`config.mk`:
```
export PLATFORM = sky130hd
export DESIGN_NAME = uart_encoder
export DESIGN_NICKNAME = d
export VERILOG_FILES = /design/src/rtl/uart_encoder_pkg.sv /design/src/rtl/uart_encoder_word_splitter.sv /design/src/rtl/uart_encoder.sv
export SDC_FILE = /design/constraint.sdc
export NUM_CORES = 1
export LEC_CHECK = 0
export ABC_AREA = 1
export CORE_MARGIN = 2
export CORE_UTILIZATION = 54
export CTS_BUF_LIST = sky130_fd_sc_hd__clkbuf_8
export DETAILED_ROUTE_END_ITERATION = 8
export GPL_TIMING_DRIVEN = 0
export PLACE_DENSITY_LB_ADDON = 0.25
export SLEW_MARGIN = 20
export SYNTH_ARGS = -nofsm -noshare
export SYNTH_HDL_FRONTEND = slang
export SYNTH_SLANG_ARGS = --single-unit
```
`constraint.sdc`:
```
create_clock -name clk -period 2.9 [get_ports clk]
set_input_delay 0.58 -clock clk [delete_from_list [all_inputs] [get_ports clk]]
set_output_delay 0.58 -clock clk [all_outputs]
set_load 0.02 [all_outputs]
```
`src/rtl/uart_encoder_pkg.sv`:
```
// Shared definitions for the UART readback encoder: frame ids, byte flags,
// FSM state encoding and byte-building helpers.
// The trailer state exists only when UART_ENCODER_CHECKSUM_EN is defined.
package uart_encoder_pkg;

  // Framing ids understood by the host (the upper three bits are always zero on the wire)
  localparam logic [4:0] FRAME_MON      = 5'h0F;
  localparam logic [4:0] FRAME_P1_CH1   = 5'h10;
  localparam logic [4:0] FRAME_TSTAMP   = 5'h1F;

  // Command ids reserved by the matching receive-side decoder
  localparam logic [4:0] CMD_RSVD_FIRST = 5'h00;
  localparam logic [4:0] CMD_RSVD_LAST  = 5'h08;

  // Data bytes carry a set MSB so the host can tell them apart from framing bytes
  localparam logic       DATA_FLAG      = 1'b1;
  localparam int         CHUNK_W        = 7;

  typedef enum logic [2:0] {
    ST_IDLE    = 3'd0,
    ST_HEADER  = 3'd1,
    ST_FETCH   = 3'd2,
    ST_WAIT_RD = 3'd3,
    ST_SEND    = 3'd4,
`ifdef UART_ENCODER_CHECKSUM_EN
    ST_CHKSUM  = 3'd5,
`endif
    ST_DONE    = 3'd6
  } enc_state_e;

  function automatic logic [7:0] header_byte(input logic [4:0] id);
    return {3'b000, id};
  endfunction

  function automatic logic [7:0] data_byte(input logic [CHUNK_W-1:0] payload);
    return {DATA_FLAG, payload};
  endfunction

endpackage

```
`src/rtl/uart_encoder_word_splitter.sv`:
```
// Holds one readback word and presents it as 7-bit chunks, most significant
// chunk first; last_chunk flags the final chunk of the word.
module uart_word_splitter
  import uart_encoder_pkg::*;
#(
  parameter int DATA_WIDTH = 14
) (
  input  logic                  clk,
  input  logic                  rst,
  input  logic                  load,
  input  logic [DATA_WIDTH-1:0] word_in,
  input  logic                  shift,
  output logic [CHUNK_W-1:0]    chunk,
  output logic                  last_chunk
);

  localparam int              BPW      = DATA_WIDTH / CHUNK_W;
  localparam int              CNT_W    = $clog2(BPW + 1);
  localparam logic [CNT_W-1:0] LAST_IDX = CNT_W'(BPW - 1);

  logic [DATA_WIDTH-1:0] shreg;
  logic [CNT_W-1:0]      cnt;

  // Load a fresh word, or move the next chunk up into the top bits after each byte is issued
  always_ff @(posedge clk) begin
    if (rst) begin
      shreg <= '0;
      cnt   <= '0;
    end else if (load) begin
      shreg <= word_in;
      cnt   <= '0;
    end else if (shift) begin
      shreg <= shreg << CHUNK_W;
      cnt   <= cnt + CNT_W'(1);
    end
  end

  assign chunk      = shreg[DATA_WIDTH-1 -: CHUNK_W];
  assign last_chunk = (cnt == LAST_IDX);

endmodule

```
`src/rtl/uart_encoder.sv`:
```
// UART readback frame encoder: sends a framing byte, then every RAM word of the
// frame as DATA_WIDTH/7 flagged 7-bit bytes, paced by the UART TX handshake.
// Optional feature macro: UART_ENCODER_CHECKSUM_EN appends an XOR trailer byte.
module uart_encoder
  import uart_encoder_pkg::*;
#(
  parameter int DATA_WIDTH = 14,
  parameter int ADDR_WIDTH = 10
) (
  input  logic                  clk,
  input  logic                  rst,
  input  logic                  frame_req,
  input  logic [4:0]            frame_id,
  input  logic [ADDR_WIDTH-1:0] frame_len,
  output logic                  frame_ack,
  output logic                  busy,
  output logic                  frame_done,
  output logic                  rd_en,
  output logic [ADDR_WIDTH-1:0] rd_addr,
  input  logic [DATA_WIDTH-1:0] rd_data,
  output logic [7:0]            tx_data,
  output logic                  tx_ld,
  input  logic                  tx_busy,
  input  logic                  tx_pause
);

  localparam logic [ADDR_WIDTH:0] IDX_ONE = (ADDR_WIDTH + 1)'(1);
`ifdef UART_ENCODER_CHECKSUM_EN
  localparam enc_state_e AFTER_DATA = ST_CHKSUM;
`else
  localparam enc_state_e AFTER_DATA = ST_DONE;
`endif

  enc_state_e            state, next_state;
  logic [4:0]            id_q;
  logic [ADDR_WIDTH-1:0] len_q;
  logic [ADDR_WIDTH:0]   word_idx, word_idx_next;
  logic                  accept, issue_ok, load_word, shift_chunk, last_chunk;
  logic [CHUNK_W-1:0]    chunk;
  logic                  tx_ld_next, frame_ack_next, frame_done_next, busy_next;
  logic [7:0]            tx_data_next;
`ifdef UART_ENCODER_CHECKSUM_EN
  logic [CHUNK_W-1:0]    csum_q, csum_next;
`endif

  uart_word_splitter #(.DATA_WIDTH(DATA_WIDTH)) u_splitter (
    .clk        (clk),
    .rst        (rst),
    .load       (load_word),
    .word_in    (rd_data),
    .shift      (shift_chunk),
    .chunk      (chunk),
    .last_chunk (last_chunk)
  );

  assign rd_addr = word_idx[ADDR_WIDTH-1:0];

  // Next-state and next-output logic; a byte is only issued when the UART is idle,
  // the host is not pausing us and no load strobe went out in the current cycle
  always_comb begin
    next_state      = state;
    word_idx_next   = word_idx;
    tx_ld_next      = 1'b0;
    tx_data_next    = tx_data;
    frame_ack_next  = 1'b0;
    frame_done_next = 1'b0;
    busy_next       = busy;
    load_word       = 1'b0;
    shift_chunk     = 1'b0;
    rd_en           = 1'b0;
    accept          = 1'b0;
    issue_ok        = !tx_busy && !tx_pause && !tx_ld;
`ifdef UART_ENCODER_CHECKSUM_EN
    csum_next       = csum_q;
`endif
    case (state)
      ST_IDLE: begin
        busy_next = 1'b0;
        if (frame_req && !busy) begin
          accept         = 1'b1;
          next_state     = ST_HEADER;
          frame_ack_next = 1'b1;
          busy_next      = 1'b1;
          word_idx_next  = '0;
`ifdef UART_ENCODER_CHECKSUM_EN
          csum_next      = '0;
`endif
        end
      end
      ST_HEADER: begin
        if (issue_ok) begin
          tx_ld_next   = 1'b1;
          tx_data_next = header_byte(id_q);
          next_state   = (len_q == '0) ? AFTER_DATA : ST_FETCH;
        end
      end
      ST_FETCH: begin
        rd_en      = 1'b1;
        next_state = ST_WAIT_RD;
      end
      ST_WAIT_RD: begin
        load_word  = 1'b1;
        next_state = ST_SEND;
      end
      ST_SEND: begin
        if (issue_ok) begin
          tx_ld_next   = 1'b1;
          tx_data_next = data_byte(chunk);
          shift_chunk  = 1'b1;
`ifdef UART_ENCODER_CHECKSUM_EN
          csum_next    = csum_q ^ chunk;
`endif
          if (last_chunk) begin
            if ((word_idx + IDX_ONE) < {1'b0, len_q}) begin
              word_idx_next = word_idx + IDX_ONE;
              next_state    = ST_FETCH;
            end else begin
              next_state = AFTER_DATA;
            end
          end
        end
      end
`ifdef UART_ENCODER_CHECKSUM_EN
      ST_CHKSUM: begin
        if (issue_ok) begin
          tx_ld_next   = 1'b1;
          tx_data_next = data_byte(csum_q);
          next_state   = ST_DONE;
        end
      end
`endif
      ST_DONE: begin
        frame_done_next = 1'b1;
        next_state      = ST_IDLE;
      end
      default: next_state = ST_IDLE;
    endcase
  end

  // State, frame parameters and registered outputs; reset drops any frame in flight
  always_ff @(posedge clk) begin
    if (rst) begin
      state      <= ST_IDLE;
      id_q       <= '0;
      len_q      <= '0;
      word_idx   <= '0;
      frame_ack  <= 1'b0;
      frame_done <= 1'b0;
      busy       <= 1'b0;
      tx_ld      <= 1'b0;
      tx_data    <= '0;
`ifdef UART_ENCODER_CHECKSUM_EN
      csum_q     <= '0;
`endif
    end else begin
      state      <= next_state;
      word_idx   <= word_idx_next;
      frame_ack  <= frame_ack_next;
      frame_done <= frame_done_next;
      busy       <= busy_next;
      tx_ld      <= tx_ld_next;
      tx_data    <= tx_data_next;
`ifdef UART_ENCODER_CHECKSUM_EN
      csum_q     <= csum_next;
`endif
      if (accept) begin
        id_q  <= frame_id;
        len_q <= frame_len;
      end
    end
  end

endmodule

```
==> results of run 1 <==
[registers in the layout, summed over array words and instances (netlist names), 2 cells and up]
| name | flops |
|---|---|
| id_q | 5 |
| tx_data | 8 |
| u_splitter.shreg | 14 |
| len_q | 10 |
| word_idx | 11 |
| u_splitter.cnt | 2 |
| state | 3 |
[final cells by class]
| type | count | area share [%] |
|---|---|---|
| timing repair buffer | 55 | 14.56 |
| multi-input combinational | 277 | 38.40 |
| inverter | 51 | 5.065 |
| clock buffer | 11 | 4.005 |
| tap | 70 | 2.317 |
| clock inverter | 4 | 1.159 |
| sequential | 57 | 30.22 |
| buffer | 25 | 4.270 |
[Yosys cell counts, types with 4 or more instances]
cell / instances
sky130_fd_sc_hd__nand2_1: 85
sky130_fd_sc_hd__dfxtp_1: 57
sky130_fd_sc_hd__nor2_1: 56
sky130_fd_sc_hd__inv_1: 48
sky130_fd_sc_hd__a21oi_1: 32
sky130_fd_sc_hd__o21ai_0: 22
sky130_fd_sc_hd__nor2_2: 12
sky130_fd_sc_hd__ha_1: 11
sky130_fd_sc_hd__buf_4: 10
sky130_fd_sc_hd__nand3_1: 10
sky130_fd_sc_hd__clkbuf_1: 8
sky130_fd_sc_hd__nor3_1: 8
sky130_fd_sc_hd__a22oi_1: 7
sky130_fd_sc_hd__a31oi_1: 6
sky130_fd_sc_hd__buf_2: 5
sky130_fd_sc_hd__xor2_1: 4
[kinds of logic (layout without fill, tap and decap cells)]
group / after synthesis / after routing / share of synthesized area, %
compound gates: 72 / 72 / 13.55
buf+inv: 76 / 146 / 11.98
xor+xnor: 4 / 4 / 1.189
flops: 57 / 57 / 38.74
fa+ha+maj: 11 / 11 / 4.673
simple gates: 190 / 190 / 29.86
[power groups by stage]
stage | logic [mW] | registers [mW] | clock network, mW
detailed placement | 1.52 | 1.08 | 0
floorplan | 1.11 | 1.08 | 0
global placement | 1.48 | 1.07 | 0
finish | 1.54 | 1.07 | 0.745
CTS | 1.54 | 1.06 | 0.752
global route | 1.72 | 1.09 | 0.792
[metal layers]
layer  vias up  part of all wire (%)
li1       1426                     -
met1      1274                    45
met2        81                    48
met3         5                   5.8
met4         0                  0.75
met5         -                     0
[final timing paths]
path / from / endpoint / slack (ps) / cells past startpoint
max: word_idx[0] / word_idx[7] / 260 / 17
min: word_idx[10] / word_idx[10] / 470 / 2
max reg2reg: word_idx[0] / word_idx[7] / 260 / 17
min reg2reg: word_idx[10] / word_idx[10] / 470 / 2
[worst max-delay path, delay by kind of cell, from the launching register on]
kind,cells,cell delay (ps)
flops,1,400
simple gates,10,940
buf+inv,3,300
fa+ha+maj,2,520
xor+xnor,1,230
compound gates,1,130
==> impl_results.md, run 1 <==
- Detailed Routing Iterations Pass 1: 4
- Overall routing resource usage: 24.10%
- Initial DRC Count: 153
- Hold-fix buffers at CTS: 0
- Master of the slowest instance on the critical path: sky130_fd_sc_hd__dfxtp_2
- Clock share of power: 22.2%
- Leakage component of the power: 1.595 nW
- Library cell used as clock root buffer: sky130_fd_sc_hd__clkbuf_8
- Number of clock sinks: 57
- Final Max Tran Viols: 0
- Clock transition at the register clock pins on the worst setup and hold paths after CTS: 70 ps
- Critical path class: flip-flop to flip-flop
- Worst IR Drop VDD: 0.5944 mV
- Cells taking the most area after synthesis: sky130_fd_sc_hd__dfxtp_1, sky130_fd_sc_hd__nand2_1, sky130_fd_sc_hd__nor2_1
- Via count of the routed design: 2786
- Top achievable clock speed: 378.5 MHz
- Switching part of the total power: 39.35%
- Net count of the mapped netlist: 455
- Power density of the placed cells: 886.5 nW/µm²
- Global route overflow: 0
- Final Hold Slack: 465.7 ps
- Result of the run: finished, final reports clean
- Net count, final: 521
- Cell chain of the critical path: ha_1 > nand3_2 > nor2_4 > xor2_1 > inv_1 > ha_1 > nand2_1 > inv_1 > a21oi_1 > nand2_1 > nand2_1 > nand3_2 > nand2_4 > nand2_4 > buf_12 > nor2_4 > nor2_2
- Minimum clock period: 2642 ps
- Number of standard-cell rows in the floorplan: 26
- Most frequent standard cell in the layout excluding fill and tap cells: sky130_fd_sc_hd__nand2_1
- Total cell area at the placement stage: 3583 µm²
- Met1 routing resource usage after global routing: 31.40%
- Via count of the first global-routing pass: 2521
- Utilization after layout: 73.08%
- Fraction of final layout cells sized beyond drive strength 1: 13.33%
- Pin count of the biggest net entering global routing: 11
- Max stage delay on crit path: 400 ps
- Buffers inserted during post-CTS setup optimization: 0
- Wire length of the first global-routing pass: 11.51 mm
- Maximum root-to-sink buffer count: 2
- Final ANT Viol Nets: 0
- Worst clock skew: 4.387 ps
- Smallest setup slack after layout: 257.9 ps
- Post-synth top area cell: sky130_fd_sc_hd__dfxtp_1
- Effective utilization at floorplan: 56.94%
- Per-instance average area after synthesis: 7.184 µm²
- RSZ-0062 raised after global routing: false
- Multi-input gate area: 1451 µm²
- Critical Path Source Type: flip-flop
- Filler cells: 433
- Sw Pwr: 1.318 mW
- Number of max-cap violations: 0
- Number of buffers created by CTS: 9
- Synth-to-layout area growth: 28.33%
- Post-cts repair resize count: 0
- H-tree depth: 3
- Die height: 77.86 µm
- Detailed-route wire length per cell: 12.62 µm
- Endpoint kind of the worst setup timing path: flip-flop
- Setup TNS Final: 0 ps
- CP Max Fanout: 10
- Final instance count without filler cells: 550
- Reg area: 1142 µm²
- Total power: 3.351 mW
- Share of total power in sequential cells: 31.9%
- Count of yosys warnings during synthesis: 0
- Instance count after placement with tap cells included: 535
- Part of the power in combinational logic: 45.9%
- Area fraction of the dominant cell type after synthesis: 38.74%
- Top FF cell, synth: sky130_fd_sc_hd__dfxtp_1
- Met3 Usage GRT: 6.279%
- Final design area excluding fillers: 3780 µm²
- Kind of path behind the tightest hold check: flip-flop to flip-flop
- Diode count: 0
- Final count of hold timing violations: 0
- Via-per-instance ratio: 5.065
- Antenna violations before repair: 0
- Fraction of met2 tracks used by global routing: 39.22%
- Count of mapped cells out of synthesis: 410
- Critical Path RT: 3140 ps
- Die area: 6061 µm²
- Finish-stage setup viols: 0
- Synthesized area: 2945 µm²
- CTS tree: yes
- Internal Power: 2.032 mW
- Number of top-level pins: 57
- Buffers added on ports: 55
- Number of enable-type register cells in the synthesized netlist: 0
- Horizontal extent of the die: 77.86 µm
- Area inside the core boundary: 5172 µm²
- Cell mode on critical path: sky130_fd_sc_hd__nand2_1
- DRC violations left: 0
- Proportion of synthesized chip area in sequential cells: 38.74%
- Total wire length after detailed routing: 6.939 mm
- Flop and latch count out of synthesis: 57
- WP data arrival: 2880 ps
- Later-pin clock latency in the skew report: 340 ps
- Transition time of the tightest slew-check pin: 595.0 ps
- Max transition margin: 60.33%
- Routability congestion estimate: 0.8895
- Top library cells by usage in the layout, fill and taps aside: sky130_fd_sc_hd__nand2_1, sky130_fd_sc_hd__nor2_1, sky130_fd_sc_hd__dfxtp_1, sky130_fd_sc_hd__clkdlybuf4s50_1, sky130_fd_sc_hd__inv_1
- GRT busiest layer: met2
- Count of cell types in the netlist: 35
- Final critical-path share of the clock period: 91.11%
- Dpl hpwl: 4.953 mm
- Synth async-reset ratio: 0%
- Post-placement worst setup slack: 200.9 ps
Power figures use the tool's default switching activity.
==> run 2, diff against run 1 <==
--- a/config.mk
+++ b/config.mk
@@ -7,7 +7,7 @@
 export LEC_CHECK = 0
 export ABC_AREA = 1
 export CORE_MARGIN = 2
-export CORE_UTILIZATION = 54
+export CORE_UTILIZATION = 48
 export CTS_BUF_LIST = sky130_fd_sc_hd__clkbuf_8
 export DETAILED_ROUTE_END_ITERATION = 8
 export GPL_TIMING_DRIVEN = 0
==> constraint.sdc (replaced) <==
create_clock -name clk -period 2.2 [get_ports clk]
set_input_delay 0.44 -clock clk [delete_from_list [all_inputs] [get_ports clk]]
set_output_delay 0.44 -clock clk [all_outputs]
set_load 0.02 [all_outputs]
==> run 2 against run 1 <==
The flow now finishes with violations (negative setup slack). Clock power up 64%. Combinational power up 63%. Highest routed layer unchanged. Cell area up 10%. Die area up 12%. Routed wire length up 9.3%. Largest power group unchanged. Final cell count up 4.5%. Largest cell class unchanged.
==> impl_results.md, run 2 (same netlist as run 1, synthesis figures left out) <==
- Detailed-route wire length per cell: 13.19 µm (was 12.62 µm)
- Clock transition at the register clock pins on the worst setup and hold paths after CTS: 70 ps (about the same)
- WP data arrival: 2730 ps (was 2880 ps)
- Dpl hpwl: 5.045 mm (was 4.953 mm)
- Library cell used as clock root buffer: sky130_fd_sc_hd__clkbuf_8 (unchanged)
- Transition time of the tightest slew-check pin: 616.2 ps (was 595.0 ps)
- Later-pin clock latency in the skew report: 340 ps (about the same)
- Worst IR Drop VDD: 0.8538 mV (was 0.5944 mV)
- Max stage delay on crit path: 380 ps (was 400 ps)
- Final ANT Viol Nets: 0 (unchanged)
- Top achievable clock speed: 405.9 MHz (was 378.5 MHz)
- Routability congestion estimate: 0.8549 (was 0.8895)
- H-tree depth: 3 (unchanged)
- Horizontal extent of the die: 82.34 µm (was 77.86 µm)
- Number of standard-cell rows in the floorplan: 28 (was 26)
- Critical Path Source Type: flip-flop (unchanged)
- Synth-to-layout area growth: 41.50% (was 28.33%)
- Launch instance of the worst min-delay path: tx_data[7] (was word_idx[10])
- Critical Path RT: 2470 ps (was 3140 ps)
- Cell chain of the critical path: ha_4 > nand3_4 > nor2_4 > xor2_2 > inv_1 > ha_4 > nand2_2 > inv_1 > a21oi_1 > nand2_1 > nand2_1 > nand3_2 > nand2_4 > nand2_8 > buf_4 > nand2_1 > nand2_1 > nor2_1 (was ha_1 > nand3_2 > nor2_4 > xor2_1 > inv_1 > ha_1 > nand2_1 > inv_1 > a21oi_1 > nand2_1 > nand2_1 > nand3_2 > nand2_4 > nand2_4 > buf_12 > nor2_4 > nor2_2)
- Via-per-instance ratio: 5.073 (was 5.065)
- Via count of the first global-routing pass: 2677 (was 2521)
- Final critical-path share of the clock period: 112.0% (was 91.11%)
- Global route overflow: 0 (unchanged)
- Overall routing resource usage: 23.55% (was 24.10%)
- Area inside the core boundary: 5921 µm² (was 5172 µm²)
- Smallest setup slack after layout: -263.4 ps (was 257.9 ps)
- Minimum clock period: 2463 ps (was 2642 ps)
- Reg-to-reg slack, setup: -260 ps (was 260 ps)
- Most frequent standard cell in the layout excluding fill and tap cells: sky130_fd_sc_hd__nand2_1 (unchanged)
- Multi-input gate area: 1593 µm² (was 1451 µm²)
- Detailed Routing Iterations Pass 1: 5 (was 4)
- Instance count after placement with tap cells included: 540 (was 535)
- Final count of hold timing violations: 0 (unchanged)
- Leakage component of the power: 1.743 nW (was 1.595 nW)
- Cell mode on critical path: sky130_fd_sc_hd__nand2_1 (unchanged)
- Path depth of the worst reg2reg path: 18 (was 17)
- Buffers added on ports: 55 (unchanged)
- Max transition margin: 58.92% (was 60.33%)
- CP Max Fanout: 4 (was 10)
- Number of top-level pins: 57 (unchanged)
- Largest registers in the final layout: u_splitter.shreg: 14 flops, word_idx: 11 flops, len_q: 10 flops (unchanged)
- Initial DRC Count: 142 (was 153)
- Number of max-cap violations: 0 (unchanged)
- Endpoint kind of the worst setup timing path: flip-flop (unchanged)
- Number of buffers created by CTS: 9 (unchanged)
- Total wire length after detailed routing: 7.582 mm (was 6.939 mm)
- Filler cells: 484 (was 433)
- Kind of path behind the tightest hold check: flip-flop to flip-flop (unchanged)
- Total cell area at the placement stage: 3621 µm² (was 3583 µm²)
- Diode count: 0 (unchanged)
- Largest Register: u_splitter.shreg (unchanged)
- Critical register-to-register path startpoint: word_idx[0] (unchanged)
- Finish-stage setup viols: 12 (was 0)
- Final Max Tran Viols: 0 (unchanged)
- Hold-fix buffers at CTS: 0 (unchanged)
- Number of flip-flops in the largest register: 14 (unchanged)
- Pin count of the biggest net entering global routing: 11 (unchanged)
- Crit. Startpoint: word_idx[0] (unchanged)
- Maximum root-to-sink buffer count: 2 (unchanged)
- CTS tree: yes (unchanged)
- RSZ-0062 raised after global routing: true (was false)
- Die height: 82.34 µm (was 77.86 µm)
- Critical path class: flip-flop to flip-flop (unchanged)
- Top library cells by usage in the layout, fill and taps aside: sky130_fd_sc_hd__nand2_1, sky130_fd_sc_hd__nor2_1, sky130_fd_sc_hd__clkdlybuf4s50_1, sky130_fd_sc_hd__dfxtp_1, sky130_fd_sc_hd__inv_1 (was sky130_fd_sc_hd__nand2_1, sky130_fd_sc_hd__nor2_1, sky130_fd_sc_hd__dfxtp_1, sky130_fd_sc_hd__clkdlybuf4s50_1, sky130_fd_sc_hd__inv_1)
- Effective utilization at floorplan: 49.75% (was 56.94%)
- Failing checks: negative setup slack
- Via count of the routed design: 2917 (was 2786)
- Capture endpoint of the worst hold path: tx_data[7] (was word_idx[10])
- Final design area excluding fillers: 4168 µm² (was 3780 µm²)
- Net count, final: 540 (was 521)
- Master of the slowest instance on the critical path: sky130_fd_sc_hd__dfxtp_4 (was sky130_fd_sc_hd__dfxtp_2)
- Die area: 6779 µm² (was 6061 µm²)
- Antenna violations before repair: 0 (unchanged)
- Worst Hold Path Cells: 2 (unchanged)
- DRC violations left: 0 (unchanged)
- Worst clock skew: 9.670 ps (was 4.387 ps)
- Power density of the placed cells: 1240 nW/µm² (was 886.5 nW/µm²)
- Total power: 5.166 mW (was 3.351 mW)
- Fraction of final layout cells sized beyond drive strength 1: 22.80% (was 13.33%)
- Final instance count without filler cells: 575 (was 550)
- Reg-to-Reg End: word_idx[2] (was word_idx[7])
- Number of clock sinks: 57 (unchanged)
- Result of the run: complete, but fails checks (was finished, final reports clean)
- Wire length of the first global-routing pass: 12.16 mm (was 11.51 mm)
- Reg area: 1162 µm² (was 1142 µm²)
run 2: area by class of cell:
class                           instances  share of cell area, %
Clock buffer                           10                  3.302
Sequential cell                        57                  27.89
Tap cell                               75                  2.252
Buffer                                 25                  3.873
Multi-Input combinational cell        277                  38.22
Clock inverter                          6                  2.522
Timing Repair Buffer                   74                  17.35
Inverter                               51                  4.593
run 2: worst max-delay path by stage:
| stage | endpoint | slack [ps] | cells past startpoint |
|---|---|---|---|
| 6_report | word_idx[2] | -260 | 18 |
| 5_1_grt | word_idx[2] | -390 | 18 |
| 4_1_cts | word_idx[3] | -200 | 16 |
| 3_5_place_dp | word_idx[3] | -370 | 17 |
| 3_3_place_gp | word_idx[10] | -350 | 14 |
| 2_1_floorplan | word_idx[2] | -40 | 17 |
run 2: metrics by stage:
| step | utilization (%) | setup TNS, ps | hold WS [ps] | worst slack, ps |
|---|---|---|---|---|
| after floorplan | - | -397.5 | 430.1 | -41.75 |
| after global placement | 61.16 | -3527 | 444.4 | -347.0 |
| after detailed placement | 61.16 | -3843 | 456.4 | -371.4 |
| after CTS | 68.93 | -1913 | 466.0 | -197.1 |
| after global routing | 70.39 | -4103 | 484.0 | -385.4 |
| final | 70.39 | -2456 | 463.9 | -263.4 |
run 2: power breakdown:
| group | total [mW] | internal, mW | switching, mW |
|---|---|---|---|
| Sequential | 1.44 | 1.27 | 0.171 |
| Combinational | 2.51 | 1.18 | 1.33 |
| Clock | 1.22 | 0.778 | 0.444 |
run 2: metal layers:
| metal | track usage, % | vias to the layer above | part of all wire (%) |
|---|---|---|---|
| li1 | - | 1466 | - |
| met1 | 31.26 | 1330 | 44 |
| met2 | 38.06 | 110 | 48 |
| met3 | 5.000 | 11 | 6.1 |
| met4 | 7.667 | 0 | 1.4 |
| met5 | 0 | - | 0 |
run 2: worst max-delay path, delay by kind of cell, from the launching register on:
| family | cells | cell delay [ps] |
|---|---|---|
| and+or+nand+nor | 11 | 1020 |
| adders and majority gates | 2 | 390 |
| DFF | 1 | 380 |
| buffers and inverters | 3 | 300 |
| xor gates and xnor gates | 1 | 200 |
| AOI/OAI and AO/OA | 1 | 110 |
run 2: what timing repair did:
action                                 CTS  global route
setup endpoints to repair               13            12
pin swaps                               12             8
resized for setup                       21            14
setup buffers                           13             5
cloned                                   1             0
endpoints found under the hold margin    0             0
==> run 3, diff against run 2 <==
--- a/config.mk
+++ b/config.mk
@@ -7,12 +7,11 @@
 export LEC_CHECK = 0
 export ABC_AREA = 1
 export CORE_MARGIN = 2
-export CORE_UTILIZATION = 48
+export CORE_UTILIZATION = 30
 export CTS_BUF_LIST = sky130_fd_sc_hd__clkbuf_8
 export DETAILED_ROUTE_END_ITERATION = 8
 export GPL_TIMING_DRIVEN = 0
 export PLACE_DENSITY_LB_ADDON = 0.25
-export SLEW_MARGIN = 20
 export SYNTH_ARGS = -nofsm -noshare
 export SYNTH_HDL_FRONTEND = slang
 export SYNTH_SLANG_ARGS = --single-unit
==> run 3 against run 2 <==
The run still ends with negative setup slack left. Worst setup slack gained 15 ps. Final cell count grew 9.0%. Worst hold slack lost 0.90 ps. Routed wire length grew 0.37%.
==> impl_results.md, run 3 (same netlist as run 1, synthesis figures left out) <==
- Sw Pwr: 2.031 mW (was 1.942 mW)
- Later-pin clock latency in the skew report: 340 ps (about the same)
- Utilization after layout: 44.24% (was 70.39%)
- Critical Path Source Type: flip-flop (unchanged)
- Top achievable clock speed: 408.4 MHz (was 405.9 MHz)
- Minimum clock period: 2448 ps (was 2463 ps)
- Wire length of the first global-routing pass: 12.07 mm (was 12.16 mm)
- Fraction of final layout cells sized beyond drive strength 1: 22.87% (was 22.80%)
- Initial DRC Count: 158 (was 142)
- RSZ-0062 raised after global routing: true (unchanged)
- CTS tree: yes (unchanged)
- Largest Register: u_splitter.shreg (unchanged)
- Buffers added on ports: 55 (unchanged)
- Maximum root-to-sink buffer count: 2 (unchanged)
- CP Max Fanout: 5 (was 4)
- Final critical-path share of the clock period: 111.3% (was 112.0%)
- Number of standard-cell rows in the floorplan: 36 (was 28)
- Largest registers in the final layout: u_splitter.shreg: 14 flops, word_idx: 11 flops, len_q: 10 flops (unchanged)
- Share of total power in sequential cells: 27.8% (about the same)
- Effective utilization at floorplan: 30.56% (was 49.75%)
- Smallest setup slack after layout: -248.4 ps (was -263.4 ps)
- Total wire length after detailed routing: 7.610 mm (was 7.582 mm)
- Worst IR Drop VDD: 0.4850 mV (was 0.8538 mV)
- Kind of path behind the tightest hold check: flip-flop to flip-flop (unchanged)
- Filler cells: 998 (was 484)
- Area inside the core boundary: 9639 µm² (was 5921 µm²)
- Internal Power: 3.110 mW (was 3.224 mW)
- Number of clock sinks: 57 (unchanged)
- Via-per-instance ratio: 4.463 (was 5.073)
- Clock share of power: 22.0% (was 23.7%)
- Detailed Routing Iterations Pass 1: 4 (was 5)
- Die height: 103.1 µm (was 82.34 µm)
- H-tree depth: 3 (unchanged)
- Final Max Tran Viols: 0 (unchanged)
- Critical Path RT: 2470 ps (about the same)
- Via count of the first global-routing pass: 2540 (was 2677)
- Pin count of the biggest net entering global routing: 12 (was 11)
- Final instance count without filler cells: 627 (was 575)
- Worst clock skew: 10.49 ps (was 9.670 ps)
- Final design area excluding fillers: 4264 µm² (was 4168 µm²)
- Routability congestion estimate: 0.8088 (was 0.8549)
- Detailed-route wire length per cell: 12.14 µm (was 13.19 µm)
- Net count, final: 534 (was 540)
- Horizontal extent of the die: 103.1 µm (was 82.34 µm)
- Final ANT Viol Nets: 0 (unchanged)
- Dpl hpwl: 5.228 mm (was 5.045 mm)
- Synth-to-layout area growth: 44.77% (was 41.50%)
- DRC violations left: 0 (unchanged)
- Antenna violations before repair: 0 (unchanged)
- Post-placement worst setup slack: -374.0 ps (was -371.4 ps)
- Final count of hold timing violations: 0 (unchanged)
- Total cell area at the placement stage: 3694 µm² (was 3621 µm²)
- Overall routing resource usage: 14.88% (was 23.55%)
- Leakage component of the power: 1.709 nW (was 1.743 nW)
- Endpoint kind of the worst setup timing path: flip-flop (unchanged)
- Via count of the routed design: 2798 (was 2917)
- Most frequent standard cell in the layout excluding fill and tap cells: sky130_fd_sc_hd__nand2_1 (unchanged)
- Diode count: 0 (unchanged)
- Power density of the placed cells: 1205 nW/µm² (was 1240 nW/µm²)
- Global route overflow: 0 (unchanged)
- Result of the run: complete, but fails checks (unchanged)
- Max transition margin: 63.79% (was 58.92%)
- Number of buffers created by CTS: 9 (unchanged)
- Top library cells by usage in the layout, fill and taps aside: sky130_fd_sc_hd__nand2_1, sky130_fd_sc_hd__nor2_1, sky130_fd_sc_hd__clkdlybuf4s50_1, sky130_fd_sc_hd__dfxtp_1, sky130_fd_sc_hd__inv_1 (unchanged)
- Finish-stage setup viols: 12 (unchanged)
- Switching part of the total power: 39.50% (was 37.59%)
- Library cell used as clock root buffer: sky130_fd_sc_hd__clkbuf_8 (unchanged)
- Number of flip-flops in the largest register: 14 (unchanged)
- Hold-fix buffers at CTS: 0 (unchanged)
- Failing checks: negative setup slack (unchanged)
- Critical path class: flip-flop to flip-flop (unchanged)
- Die area: 10630 µm² (was 6779 µm²)
- WP data arrival: 2720 ps (was 2730 ps)
- Instance count after placement with tap cells included: 598 (was 540)
- Part of the power in combinational logic: 50.2% (was 48.5%)
- Number of max-cap violations: 0 (unchanged)
- Clock transition at the register clock pins on the worst setup and hold paths after CTS: 70 ps (about the same)
- Transition time of the tightest slew-check pin: 543.1 ps (was 616.2 ps)
- Final Hold Slack: 463.0 ps (was 463.9 ps)
- Number of top-level pins: 57 (unchanged)
-- run 3: changes by cell type in the layout (fill, tap and decap cells not counted), sizes merged --
cell,change
bufinv,-1
nand2,+1
inv,-1
buf,-7
clkinvlp,+1
clkinv,+1
-- run 3: power groups by stage --
| stage | logic (mW) | registers [mW] | clock network, mW |
|---|---|---|---|
| final | 2.58 | 1.43 | 1.13 |
| after global routing | 2.88 | 1.46 | 1.21 |
| after CTS | 2.32 | 1.41 | 1.16 |
| after detailed placement | 2.01 | 1.44 | 0 |
| after global placement | 1.98 | 1.44 | 0 |
| after floorplan | 1.47 | 1.44 | 0 |
-- run 3: timing repair --
item                                    in CTS  in global routing
endpoints found under the hold margin        0                  0
endpoints found under the setup margin      13                 12
pin swaps                                    9                 18
resized for setup                           12                 37
cloned                                       2                  0
buffers inserted                             9                  2
-- run 3: cell type report --
class | count | area (µm²) | area share, %
Buffer | 25 | 161.4 | 3.785
Clock buffer | 10 | 137.6 | 3.228
Clock inverter | 6 | 90.09 | 2.113
Inverter | 51 | 191.4 | 4.489
Multi-Input combinational cell | 278 | 1692 | 39.67
Sequential cell | 57 | 1162 | 27.26
Tap cell | 133 | 166.4 | 3.903
Timing Repair Buffer | 67 | 663.1 | 15.55
-- run 3: metrics by stage --
step                setup TNS, ps  power (mW)
floorplan                  -397.5       2.905
global placement            -3994       3.414
detailed placement          -3906       3.448
CTS                         -2025       4.895
global route                -4094       5.549
finish                      -2642       5.140
-- run 3: worst max-delay path, cell delays in order (launching register included) --
cell,delay (ps)
sky130_fd_sc_hd__dfxtp_4,390
sky130_fd_sc_hd__ha_4,160
sky130_fd_sc_hd__nand3_4,80
sky130_fd_sc_hd__nor2_4,170
sky130_fd_sc_hd__nand3_2,120
sky130_fd_sc_hd__xor2_2,220
sky130_fd_sc_hd__inv_2,60
sky130_fd_sc_hd__ha_4,150
sky130_fd_sc_hd__a21o_4,200
sky130_fd_sc_hd__a31oi_4,170
sky130_fd_sc_hd__nand3_4,110
sky130_fd_sc_hd__nand2_4,120
sky130_fd_sc_hd__buf_6,130
sky130_fd_sc_hd__nand2_8,60
sky130_fd_sc_hd__nand2_2,90
sky130_fd_sc_hd__nand2_1,50
sky130_fd_sc_hd__nor2_1,90
-- run 3: metal layers --
layer	GRT usage [%]	routed length [µm]
met5	0	0
met4	6.275	115
met3	3.390	269
met2	24.28	3815
met1	18.91	3409
-- run 3: final timing paths --
kind / start / to / slack (ps) / cells past startpoint
worst min-delay path: tx_data[7] / tx_data[7] / 460 / 2
worst max register to register: word_idx[1] / word_idx[5] / -250 / 16
worst max-delay path: word_idx[1] / word_idx[5] / -250 / 16
worst min register to register: tx_data[7] / tx_data[7] / 460 / 2
